`config.mk`:
```
export PLATFORM = sky130hd
export DESIGN_NAME = coef_demux4
export DESIGN_NICKNAME = d
export VERILOG_FILES = /design/src/rtl/coef_demux4.sv
export SDC_FILE = /design/constraint.sdc
export NUM_CORES = 1
export LEC_CHECK = 0
export CORE_MARGIN = 5
export CORE_UTILIZATION = 56
export DETAILED_ROUTE_END_ITERATION = 10
export PLACE_DENSITY = 0.85
export SLEW_MARGIN = 20
export SYNTH_ARGS = -nofsm -noshare
export SYNTH_HDL_FRONTEND = slang
export SYNTH_SLANG_ARGS = --single-unit
```
`constraint.sdc`:
```
create_clock -name clk -period 5.55 [get_ports clk]
set_clock_uncertainty 0.2 [all_clocks]
set_input_delay 1.11 -clock clk [delete_from_list [all_inputs] [get_ports clk]]
set_output_delay 1.11 -clock clk [all_outputs]
set_load 0.02 [all_outputs]
```
`src/rtl/coef_demux4.sv`:
```
// Coefficient demultiplexer: packs a stream of 16-bit coefficients into groups of up to
// four lanes (a..d). Optional build macro COEF_DEMUX4_MODQ_EN reduces values >= 3329 once.
module coef_demux4 (
    input  logic        clk,
    input  logic        rst_n,
    input  logic [15:0] in_data,
    input  logic        in_valid,
    input  logic        in_last,
    output logic        in_ready,
    output logic [15:0] out_a,
    output logic [15:0] out_b,
    output logic [15:0] out_c,
    output logic [15:0] out_d,
    output logic [2:0]  out_cnt,
    output logic        out_valid,
    input  logic        out_ready
);

`ifdef COEF_DEMUX4_MODQ_EN
    localparam logic [15:0] MODQ = 16'd3329;
`endif

    function automatic logic [15:0] reduce(input logic [15:0] v);
`ifdef COEF_DEMUX4_MODQ_EN
        return (v >= MODQ) ? v - MODQ : v;
`else
        return v;
`endif
    endfunction

    logic [1:0]  cnt;
    logic [15:0] col_a, col_b, col_c;
    logic [15:0] din;
    logic [15:0] nxt_a, nxt_b, nxt_c, nxt_d;
    logic        complete;
    logic        accept;
    logic        out_hs;

    assign din      = reduce(in_data);
    assign complete = in_valid && ((cnt == 2'd3) || in_last);
    // Only a completing coefficient needs the output registers, so only it can stall.
    assign in_ready = !(complete && out_valid && !out_ready);
    assign accept   = in_valid && in_ready;
    assign out_hs   = out_valid && out_ready;

    // NOTE: every combinational output is given a default first so no latch is inferred.
    always_comb begin
        nxt_a = din;
        nxt_b = 16'h0000;
        nxt_c = 16'h0000;
        nxt_d = 16'h0000;
        case (cnt)
            2'd0: nxt_a = din;
            2'd1: begin
                nxt_a = col_a;
                nxt_b = din;
            end
            2'd2: begin
                nxt_a = col_a;
                nxt_b = col_b;
                nxt_c = din;
            end
            2'd3: begin
                nxt_a = col_a;
                nxt_b = col_b;
                nxt_c = col_c;
                nxt_d = din;
            end
        endcase
    end

    // NOTE: sequential state uses non-blocking assignments so all registers update together.
    always_ff @(posedge clk) begin
        if (!rst_n) begin
            cnt       <= 2'd0;
            col_a     <= 16'h0000;
            col_b     <= 16'h0000;
            col_c     <= 16'h0000;
            out_a     <= 16'h0000;
            out_b     <= 16'h0000;
            out_c     <= 16'h0000;
            out_d     <= 16'h0000;
            out_cnt   <= 3'd0;
            out_valid <= 1'b0;
        end else if (accept && complete) begin
            // Completion overrides any same-cycle output handshake: the new group replaces it.
            out_a     <= nxt_a;
            out_b     <= nxt_b;
            out_c     <= nxt_c;
            out_d     <= nxt_d;
            out_cnt   <= {1'b0, cnt} + 3'd1;
            out_valid <= 1'b1;
            cnt       <= 2'd0;
        end else begin
            if (accept) begin
                case (cnt)
                    2'd0:    col_a <= din;
                    2'd1:    col_b <= din;
                    2'd2:    col_c <= din;
                    default: ;
                endcase
                cnt <= cnt + 2'd1;
            end
            if (out_hs) begin
                out_valid <= 1'b0;
            end
        end
    end

endmodule

```
# Word-level counts from Yosys, hierarchy flattened
# Index checks and enable logic that the tools add are counted.
[word_totals]
register_bits = 118
latchBits = 0
mem_bits_rw = 0
mem_bits_ro = 0
in_bits = 21
output_inout_bits = 69
wordCells = 40
memories = 0
[op_classes]
add_sub_neg = 2
mul = 0
n_div = 0
magnitude_cmp = 0
n_eq_ne = 3
shifts = 0
mux = 6
bitwise_logic = 2
n_reduce_logical = 17
[ops]
columns = ["cell", "n"]
rows = [
  ["$pmux W16 S2", 3],
  ["$mux W16", 1],
  ["$reduce_and A3 Y1", 3],
  ["$logic_and A1 B1 Y1", 6],
  ["$eq A2 B2 Y1 const B", 2],
  ["$reduce_or A2 Y1", 2],
  ["$add A2 B1 Y3 const B", 1],
  ["$reduce_or A3 Y1", 1],
  ["$add A2 B1 Y2 const B", 1],
  ["$eq A2 B1 Y1 const B", 1],
  ["$logic_not A1 Y1", 2],
  ["$logic_not A2 Y1", 1],
  ["$mux W1", 2],
  ["$not A1 Y1", 2],
  ["$reduce_bool A2 Y1", 1],
  ["$logic_or A1 B1 Y1", 1],
]

# Longest topological paths before layout
# Gate-level depths: netlist of the first run.
[depth]
word_depth = 10
mapped_depth = 8
ltp_nobuf = 6

# Least setup slack after synthesis of the first run
# No wires, ideal clock.
[synth_path]
kind = "input-to-output"
from = "input port out_ready"
to = "output port in_ready"
t_arrival_ns = 1.553
t_required_ns = 4.240
path_slack_ns = 2.687
path_stages = 2
path_buffers = 0
path_cell_list = "nor2b_1 > nand2_1"
[synth_via]
elab_chain_len = 3
[synth_rtl]
columns = ["item", "line", "text"]
rows = [
  ["start, declared", "16", "input logic out_ready"],
  ["$logic_not A1 Y1", "42", "assign in_ready = !(complete && out_valid && !out_ready);"],
  ["$logic_and A1 B1 Y1", "42", ""],
  ["$logic_not A1 Y1", "42", ""],
  ["end, declared", "9", "output logic in_ready,"],
]
# No other way between the ends.

# Final worst setup path of the first run
[layout_path]
from = "input port in_valid"
to = "output port in_ready"
[layout_via]
elab_chain_len = 4
[layout_rtl]
columns = ["item", "line", "text"]
rows = [
  ["start, declared", "7", "input logic in_valid,"],
  ["$logic_and A1 B1 Y1", "40", "assign complete = in_valid && ((cnt == 2'd3) || in_last);"],
  ["$logic_and A1 B1 Y1 (2 in a row)", "42", ""],
  ["$logic_not A1 Y1", "42", ""],
]
# No other way between the ends.

==> impl_metrics.py, run 1 <==
metrics = {
    "routing": {
        "wl_per_cell_um": 18.1,
        "routed_wl_um": 12500,
        "vias_per_cell": 6.00,
        "drc": 0,
        "drt-initial-drc-count": 239,
        "first_pass_iters": 5,
        "vias": 4147,
        "drtAntennaViolNets": 0,
    },
    "floorplanning": {
        "start_util_pct": 58.2,
        "rows": 33,
        "die_h_um": 103,
        "ios": 90,
        "dieArea_mm2": 0.0106,
        "chipWidth_um": 103,
        "core_region_area_mm2": 0.00830,
    },
    "clock_tree": {
        "root_buffer": "clkbuf_8",
        "post_cts_buffers": 0,
        "clock_path_buffers": 2,
        "cts_inserted_buffers": 17,
        "worstSkewPairLatency_ns": 0.52,
        "cts_sinks": 118,
        "clk_pin_slew_ns": 0.05,
        "cts_resized": 0,
        "htreeDepth": 4,
        "cts_hold_buf": 0,
        "cts_tree": "built",
    },
    "power_and_ir_drop": {
        "combPwrFrac_pct": 11.2,
        "p_int_uw": 1760,
        "vdd_ir_drop_max_mv": 0.282,
        "p_sw_share_pct": 23.3,
        "clkPwrFrac_pct": 49.4,
        "pwr_density_cell_mw_per_mm2": 367,
        "p_leak_uw": 0.00248,
        "seq_power_share_pct": 39.4,
        "p_sw_uw": 535,
    },
    "placement": {
        "placed_area_mm2": 0.00563,
        "hpwl_um": 7710,
        "portBuffers": 89,
        "dp_slack_ns": 1.64,
        "gp_congestion": 0.743,
    },
    "synthesis": {
        "syn_area_per_cell_um2": 9.55,
        "synth.top_cell.area_share_pct": 48.9,
        "yosysUniqueCellTypes": 33,
        "synthCells": 506,
        "synth_nets": 532,
        "netlist_area_mm2": 0.00483,
        "ys_seq_area_share_pct": 48.9,
        "yosys-top-cells-area": "dfxtp_1 (49%), nand2_1 (9.0%), a21boi_0 (7.1%)",
        "yosysWarnings": 0,
        "ys_ff_latch": 118,
        "yosysTopAreaCell": "dfxtp_1",
    },
    "setup_path": {
        "crit_type": "in2out",
        "worstPathRequired_ns": 4.24,
        "crit_family": "buffers and inverters",
        "crit_arrival_ns": 2.59,
        "cp_num_buf_inv": 2,
        "crit_fanout": 10,
        "start_kind": "input port",
        "path_common_cell": "clkdlybuf4s50_1",
        "cp_slowest_cell": "clkdlybuf4s50_1",
        "critPathCaptureType": "output port",
        "crit_chain": "clkdlybuf4s50_1, o21a_2, nand2_1, clkdlybuf4s50_1",
        "slowest_delay_ns": 0.66,
    },
    "sta": {
        "worst_slack_ns": 1.65,
        "maxSlewHeadroom_pct": 37.5,
        "clock.fmax_mhz": 256,
        "tns_ns": 0,
        "holdWs_ns": 0.254,
        "hold_violations": 0,
        "slew_violations": 0,
        "grt_setup_unrepaired": "false",
        "setup_viol": 0,
        "worstMarginPinSlew_ns": 0.937,
        "finalCriticalPeriod_ns": 3.90,
        "finalCritPeriodShare_pct": 70.3,
    },
    "grt": {
        "antenna_found_initial": 0,
        "groute.usage.overall_pct": 24.4,
        "grt_max_degree": 55,
        "grt-ovfl-total": 0,
        "grt_pass1_vias": 4066,
        "grt_pass1_wl_um": 20000,
    },
    "flow_run": {
        "maxCapViolations": 0,
    },
    "final_layout": {
        "synthToLayoutAreaGrowth_pct": 29.3,
        "n_antenna_cell": 0,
        "fin_nets": 599,
        "drive_above_1_share_pct": 9.22,
        "finalInstanceArea_mm2": 0.00624,
    },
    "min_path": {
        "min_path_type": "reg2reg",
    },
    "status": {
        "status": "finished clean",
    },
}
-- worst paths after layout --
kind | start | end | slack (ns) | depth (start not counted)
worst max-delay path | in_valid | in_ready | 1.65 | 4
worst min-delay path | col_a[14] | col_a[14] | 0.25 | 2
worst max register to register | cnt[0] | out_a[0] | 2.52 | 6
worst min register to register | col_a[14] | col_a[14] | 0.25 | 2
-- power by group through the flow --
stage	clock [uW]	combinational [uW]	sequential (uW)
final	1130	256	904
after global routing	1190	275	908
after CTS	1140	256	904
after detailed placement	0	253	921
after global placement	0	248	919
after floorplan	0	127	949
-- metal layers --
metal	vias to the layer above	GRT usage [%]	part of all wire, %
met4	0	10.4	2.3
met5	-	0	0
met1	1997	31.6	42
met2	212	38.9	48
met3	24	6.22	8.0
li1	1914	-	-
-- through the flow --
stage,total power [uW],instances,utilization [%]
after floorplan,1080,506,-
after global placement,1170,659,67.8
after detailed placement,1170,659,67.8
after CTS,2300,691,75.2
after global routing,2370,691,75.2
final,2290,691,75.2
-- cell type report --
class | instances | area (um^2)
flip-flops and latches | 118 | 2360
multi-input cells | 343 | 2230
fillers | 579 | 2050
repair buffers | 91 | 901
clock buffers | 23 | 467
clock inverters | 9 | 148
well taps | 105 | 131
inverters | 2 | 7.51
-- Yosys cell counts --
cell type / n
nor3b_1: 20
clkbuf_2: 4
buf_6: 6
nor2_4: 2
a221oi_1: 32
mux2i_1: 17
a21oi_1: 1
nand2_1: 116
a22o_1: 16
o21a_2: 1
o211a_1: 16
nor2_1: 35
ha_1: 5
inv_1: 2
o21ai_2: 1
dfxtp_1: 118
o21ai_0: 1
nor2b_1: 3
clkbuf_1: 16
a21boi_1: 4
nand3_1: 4
xnor2_1: 1
nand2_2: 1
nor3b_2: 12
nand2b_1: 1
buf_2: 13
a21o_1: 1
buf_4: 4
and2_4: 1
a21boi_0: 46
and3_1: 3
nor3_1: 1
nor2_2: 2
-- sequential cells by signal (all words and copies together) (netlist names) --
name / cells
out_valid: 1
out_a: 16
cnt: 2
out_c: 16
out_d: 16
out_cnt: 3
col_c: 16
out_b: 16
col_a: 16
col_b: 16
-- cells by family (layout without fill, tap and decap cells) --
group / Yosys count / count (layout) / synth area share [%]
flip-flops: 118 / 118 / 48.9
multiplexers: 17 / 17 / 3.52
buffers and inverters: 45 / 125 / 5.18
XOR/XNOR: 1 / 1 / 0.181
AND/OR/NAND/NOR: 201 / 201 / 20.4
adder cells (fa/ha/maj): 5 / 5 / 1.30
AO/OA/AOI/OAI: 119 / 119 / 20.5
-- tightest hold or removal path, stage by stage, from the launching register on --
cell      delay, ns
dfxtp_1        0.30
nand2_1        0.05
a21boi_1       0.05
-- layout by cell type, fill, tap and decap left out, drive strengths merged, types with 5 or more instances in the layout --
master           n
a21boi          50
a221oi          32
a22o            16
clkbuf          23
clkdlybuf4s50   88
dfxtp          118
ha               5
mux2i           17
nand2          117
nor2            39
nor3b           32
o211a           16
No activity file was read; power rests on OpenSTA's default activity.
==> inputs of run 2 (changes only) <==
- CORE_UTILIZATION: 56 -> 52
- PLACE_DENSITY: 0.85 -> 0.8
- clock period: 5.55 -> 3.8 ns (I/O delays scaled with it)
==> run 2 against run 1 <==
Power increased by 47%. Sequential power increased by 46%. Highest routed layer unchanged. Critical path depth unchanged. Critical path type unchanged. Largest cell class unchanged.
==> impl_metrics.py, run 2 (synthesis results as in run 1) <==
metrics = {
    "floorplanning": {
        "rows": 35,
        "start_util_pct": 52.8,
        "core_region_area_mm2": 0.00915,
        "chipWidth_um": 106,
        "ios": 90,
        "dieArea_mm2": 0.0113,
        "die_h_um": 106,
    },
    "clock_tree": {
        "cts_sinks": 118,
        "root_buffer": "clkbuf_8",
        "post_cts_buffers": 0,
        "htreeDepth": 4,
        "clk_pin_slew_ns": 0.06,
        "cts_tree": "built",
        "worstSkewPairLatency_ns": 0.51,
        "cts_resized": 0,
        "cts_hold_buf": 0,
        "cts_inserted_buffers": 17,
        "clock_path_buffers": 2,
    },
    "setup_path": {
        "r2r-start": "cnt[0]",
        "critPathCaptureType": "output port",
        "worstSetupStartpoint": "in_valid",
        "crit_arrival_ns": 2.25,
        "start_kind": "input port",
        "crit_type": "in2out",
        "worstPathRequired_ns": 2.84,
        "crit_fanout": 10,
    },
    "power_and_ir_drop": {
        "p_leak_uw": 0.00248,
        "p_int_uw": 2540,
        "clkPwrFrac_pct": 49.6,
        "p_sw_share_pct": 24.3,
        "p_sw_uw": 818,
        "pwr_density_cell_mw_per_mm2": 534,
        "vdd_ir_drop_max_mv": 0.361,
        "combPwrFrac_pct": 11.1,
        "seq_power_share_pct": 39.3,
    },
    "routing": {
        "met1_length_um": 5290,
        "first_pass_iters": 5,
        "wl_per_cell_um": 16.8,
        "routed_wl_um": 11800,
        "met2_length_um": 5500,
        "vias": 3954,
        "drc": 0,
        "drtAntennaViolNets": 0,
        "top_layer": "met4",
        "drt-initial-drc-count": 230,
        "vias_per_cell": 5.66,
        "met3WireLength_um": 820,
    },
    "grt": {
        "grt-ovfl-total": 0,
        "grt_max_degree": 71,
        "grt_pass1_wl_um": 19300,
        "groute.usage.overall_pct": 21.4,
        "antenna_found_initial": 0,
        "grt_pass1_vias": 3848,
    },
    "final_layout": {
        "drive_above_1_share_pct": 9.86,
        "finalInstanceArea_mm2": 0.00629,
        "mostFrequentLayoutCells": "dfxtp_1 (118), nand2_1 (116), clkdlybuf4s50_1 (88), a21boi_0 (46), nor2_1 (35)",
        "final_cells": 699,
        "utilization_pct": 68.7,
        "synthToLayoutAreaGrowth_pct": 30.2,
        "layout_commonest_cell": "dfxtp_1",
        "fin_nets": 601,
        "n_antenna_cell": 0,
    },
    "placement": {
        "portBuffers": 89,
        "placed_area_mm2": 0.00566,
        "hpwl_um": 7510,
        "gp_congestion": 0.744,
        "place_inst": 667,
    },
    "sta": {
        "tns_ns": 0,
        "slew_violations": 0,
        "holdWs_ns": 0.257,
        "worstMarginPinSlew_ns": 0.767,
        "hold_violations": 0,
        "maxSlewHeadroom_pct": 48.8,
        "clock.fmax_mhz": 311,
        "finalCriticalPeriod_ns": 3.21,
        "setup_viol": 0,
        "grt_setup_unrepaired": "false",
        "finalCritPeriodShare_pct": 84.5,
    },
    "min_path": {
        "hp-start": "col_c[10]",
        "min_path_type": "reg2reg",
    },
    "flow_run": {
        "maxCapViolations": 0,
    },
    "status": {
        "status": "finished clean",
    },
}
run 2: cell types whose count changed in the layout (fill, tap and decap cells not counted), moves of 2 or more:
| cell | before | now |
|---|---|---|
| clkinv_4 | 0 | 2 |
| clkbuf_1 | 3 | 0 |
| clkinvlp_4 | 1 | 6 |
| inv_6 | 0 | 2 |
| clkinv_2 | 4 | 0 |
| clkbuf_8 | 4 | 2 |
run 2: power groups by stage:
| stage | clock network (uW) | registers, uW | logic (uW) |
|---|---|---|---|
| floorplan | 0 | 1390 | 186 |
| global placement | 0 | 1340 | 365 |
| detailed placement | 0 | 1340 | 372 |
| CTS | 1690 | 1320 | 374 |
| global route | 1750 | 1320 | 404 |
| finish | 1670 | 1320 | 374 |
run 2: area by class of cell:
class                      instances  area, um^2
clock buffer                      18         428
clock inverter                    14         200
multi-input combinational        343        2230
fill                             676        2860
sequential                       118        2360
tap                              111         139
timing repair buffer              93         928
inverter                           2        7.51
run 2: path summary, 6_finish.rpt:
kind / slack, ns / cells after the start / end
min: 0.26 / 2 / col_c[10]
min reg2reg: 0.26 / 2 / col_c[10]
max reg2reg: 1.15 / 5 / col_c[8]
max: 0.59 / 4 / in_ready
run 2: worst max-delay path: stages:
cell,delay (ns)
clkdlybuf4s50_1,0.67
o21a_2,0.22
nand2_1,0.05
clkdlybuf4s50_1,0.55
run 2: routing by layer:
layer  up-vias  GRT usage [%]
li1       1911              -
met1      1879           28.0
met2       141           34.3
met3        23           5.89
met4         0           6.66
met5         -              0
run 2: metrics by stage:
step	setup slack (ns)	power, uW
after floorplan	1.64	1570
after global placement	0.648	1710
after detailed placement	0.606	1720
after CTS	0.604	3380
after global routing	0.543	3480
final	0.588	3360
==> inputs of run 3 (changes only) <==
- CORE_UTILIZATION: 52 -> 47
- PLACE_DENSITY: 0.8 -> 0.76
- clock period: 3.8 -> 2.58 ns (I/O delays scaled with it)
==> run 3 against run 2 <==
Worst setup slack got worse by 0.43 ns. Final cell count up 5.4%. Utilization shrank 6.4 points. Combinational power increased by 51%. Flip-flop and latch count stayed put. Via count up 0.66%. Count of clock-buffer cells in the layout did not move. Global-route usage shrank 1.7 points. Die area is 9.6% higher. Critical endpoint unchanged. Largest power group unchanged.
==> impl_metrics.py, run 3 (synthesis results as in run 1) <==
metrics = {
    "status": {
        "status": "finished clean",
    },
    "routing": {
        "drtAntennaViolNets": 0,
        "first_pass_iters": 5,
        "vias": 3980,
        "routed_wl_um": 12100,
        "wl_per_cell_um": 16.4,
        "vias_per_cell": 5.40,
        "drt-initial-drc-count": 190,
        "drc": 0,
    },
    "clock_tree": {
        "worstSkewPairLatency_ns": 0.51,
        "cts_tree": "built",
        "clock_path_buffers": 2,
        "root_buffer": "clkbuf_8",
        "htreeDepth": 4,
        "cts_resized": 1,
        "clk_pin_slew_ns": 0.06,
        "cts_inserted_buffers": 17,
        "post_cts_buffers": 0,
        "cts_sinks": 118,
        "cts_hold_buf": 0,
    },
    "floorplanning": {
        "core_region_area_mm2": 0.0102,
        "dieArea_mm2": 0.0124,
        "die_h_um": 111,
        "start_util_pct": 47.4,
        "rows": 37,
        "chipWidth_um": 111,
        "ios": 90,
    },
    "setup_path": {
        "crit_arrival_ns": 1.70,
        "worstPathRequired_ns": 1.86,
        "critPathCaptureType": "output port",
        "start_kind": "flop",
        "crit_type": "reg2out",
        "crit_fanout": 4,
    },
    "grt": {
        "grt_max_degree": 59,
        "groute.usage.overall_pct": 19.7,
        "grt_pass1_wl_um": 20100,
        "grt-ovfl-total": 0,
        "grt_pass1_vias": 4001,
        "antenna_found_initial": 0,
    },
    "power_and_ir_drop": {
        "vdd_ir_drop_max_mv": 0.512,
        "p_leak_uw": 0.00252,
        "pwr_density_cell_mw_per_mm2": 729,
        "totalPowerFinal_uw": 4630,
    },
    "sta": {
        "finalCriticalPeriod_ns": 2.42,
        "worstMarginPinSlew_ns": 0.751,
        "setup_viol": 0,
        "clock.fmax_mhz": 414,
        "hold_violations": 0,
        "finalCritPeriodShare_pct": 93.7,
        "grt_setup_unrepaired": "false",
        "tns_ns": 0,
        "maxSlewHeadroom_pct": 49.9,
        "slew_violations": 0,
    },
    "placement": {
        "gp_congestion": 0.788,
        "placed_area_mm2": 0.00580,
        "place_inst": 705,
        "portBuffers": 89,
        "hpwl_um": 7770,
    },
    "final_layout": {
        "drive_above_1_share_pct": 11.8,
        "final_cells": 737,
        "multi_input_area_mm2": 0.00223,
        "layout_commonest_cell": "dfxtp_1",
        "finalInstanceArea_mm2": 0.00635,
        "synthToLayoutAreaGrowth_pct": 31.4,
        "n_antenna_cell": 0,
        "mostFrequentLayoutCells": "dfxtp_1 (118), nand2_1 (116), clkdlybuf4s50_1 (87), a21boi_0 (46), nor2_1 (35)",
        "seqCellArea_mm2": 0.00236,
        "fin_nets": 614,
        "fillCellCount": 848,
    },
    "flow_run": {
        "maxCapViolations": 0,
    },
    "min_path": {
        "min_path_type": "reg2reg",
    },
}
## run 3: changes by cell type in the layout (fill, tap and decap cells not counted), sizes merged
cell	change
inv	+3
clkinvlp	-3
buf	+13
clkdlybuf4s50	-1
dlygate4sd2	+1
clkinv	+4
bufinv	-4
## run 3: stage by stage
stage	util, %	hold WS [ns]	worst slack, ns
after global placement	57.0	0.240	0.0644
final	62.3	0.256	0.163
after global routing	62.3	0.280	0.117
after detailed placement	57.0	0.244	0.0482
after floorplan	-	0.234	0.734
after CTS	62.3	0.258	0.135
## run 3: layout make-up
class / count / share of cell area (%)
clock inverters: 14 / 1.87
well taps: 136 / 2.68
flip-flops and latches: 118 / 37.2
clock buffers: 18 / 6.74
multi-input cells: 343 / 35.1
inverters: 2 / 0.118
repair buffers: 106 / 16.3
## run 3: layer usage
| layer | GRT usage (%) | vias up | share of wire (%) |
|---|---|---|---|
| li1 | - | 1940 | - |
| met1 | 25.8 | 1883 | 44 |
| met2 | 31.3 | 136 | 47 |
| met3 | 5.71 | 21 | 7.6 |
| met4 | 6.65 | 0 | 1.7 |
| met5 | 0 | - | 0 |
## run 3: worst paths after layout
path	startpoint	to	slack [ns]	cells after the start
worst min register to register	out_cnt[2]	out_cnt[2]	0.26	1
worst max-delay path	cnt[0]	in_ready	0.16	4
worst min-delay path	out_cnt[2]	out_cnt[2]	0.26	1
worst max register to register	cnt[0]	out_d[11]	0.48	5
## run 3: where the power goes
part / switching [uW] / internal, uW
combinational: 310 / 254
sequential: 41.8 / 1900
clock: 896 / 1230
## run 3: critical path, stage by stage, from the launching register on
cell and delay, ns:
dfxtp_1 0.34, ha_1 0.23, o21a_2 0.23, nand2_1 0.06, dlygate4sd2_1 0.33
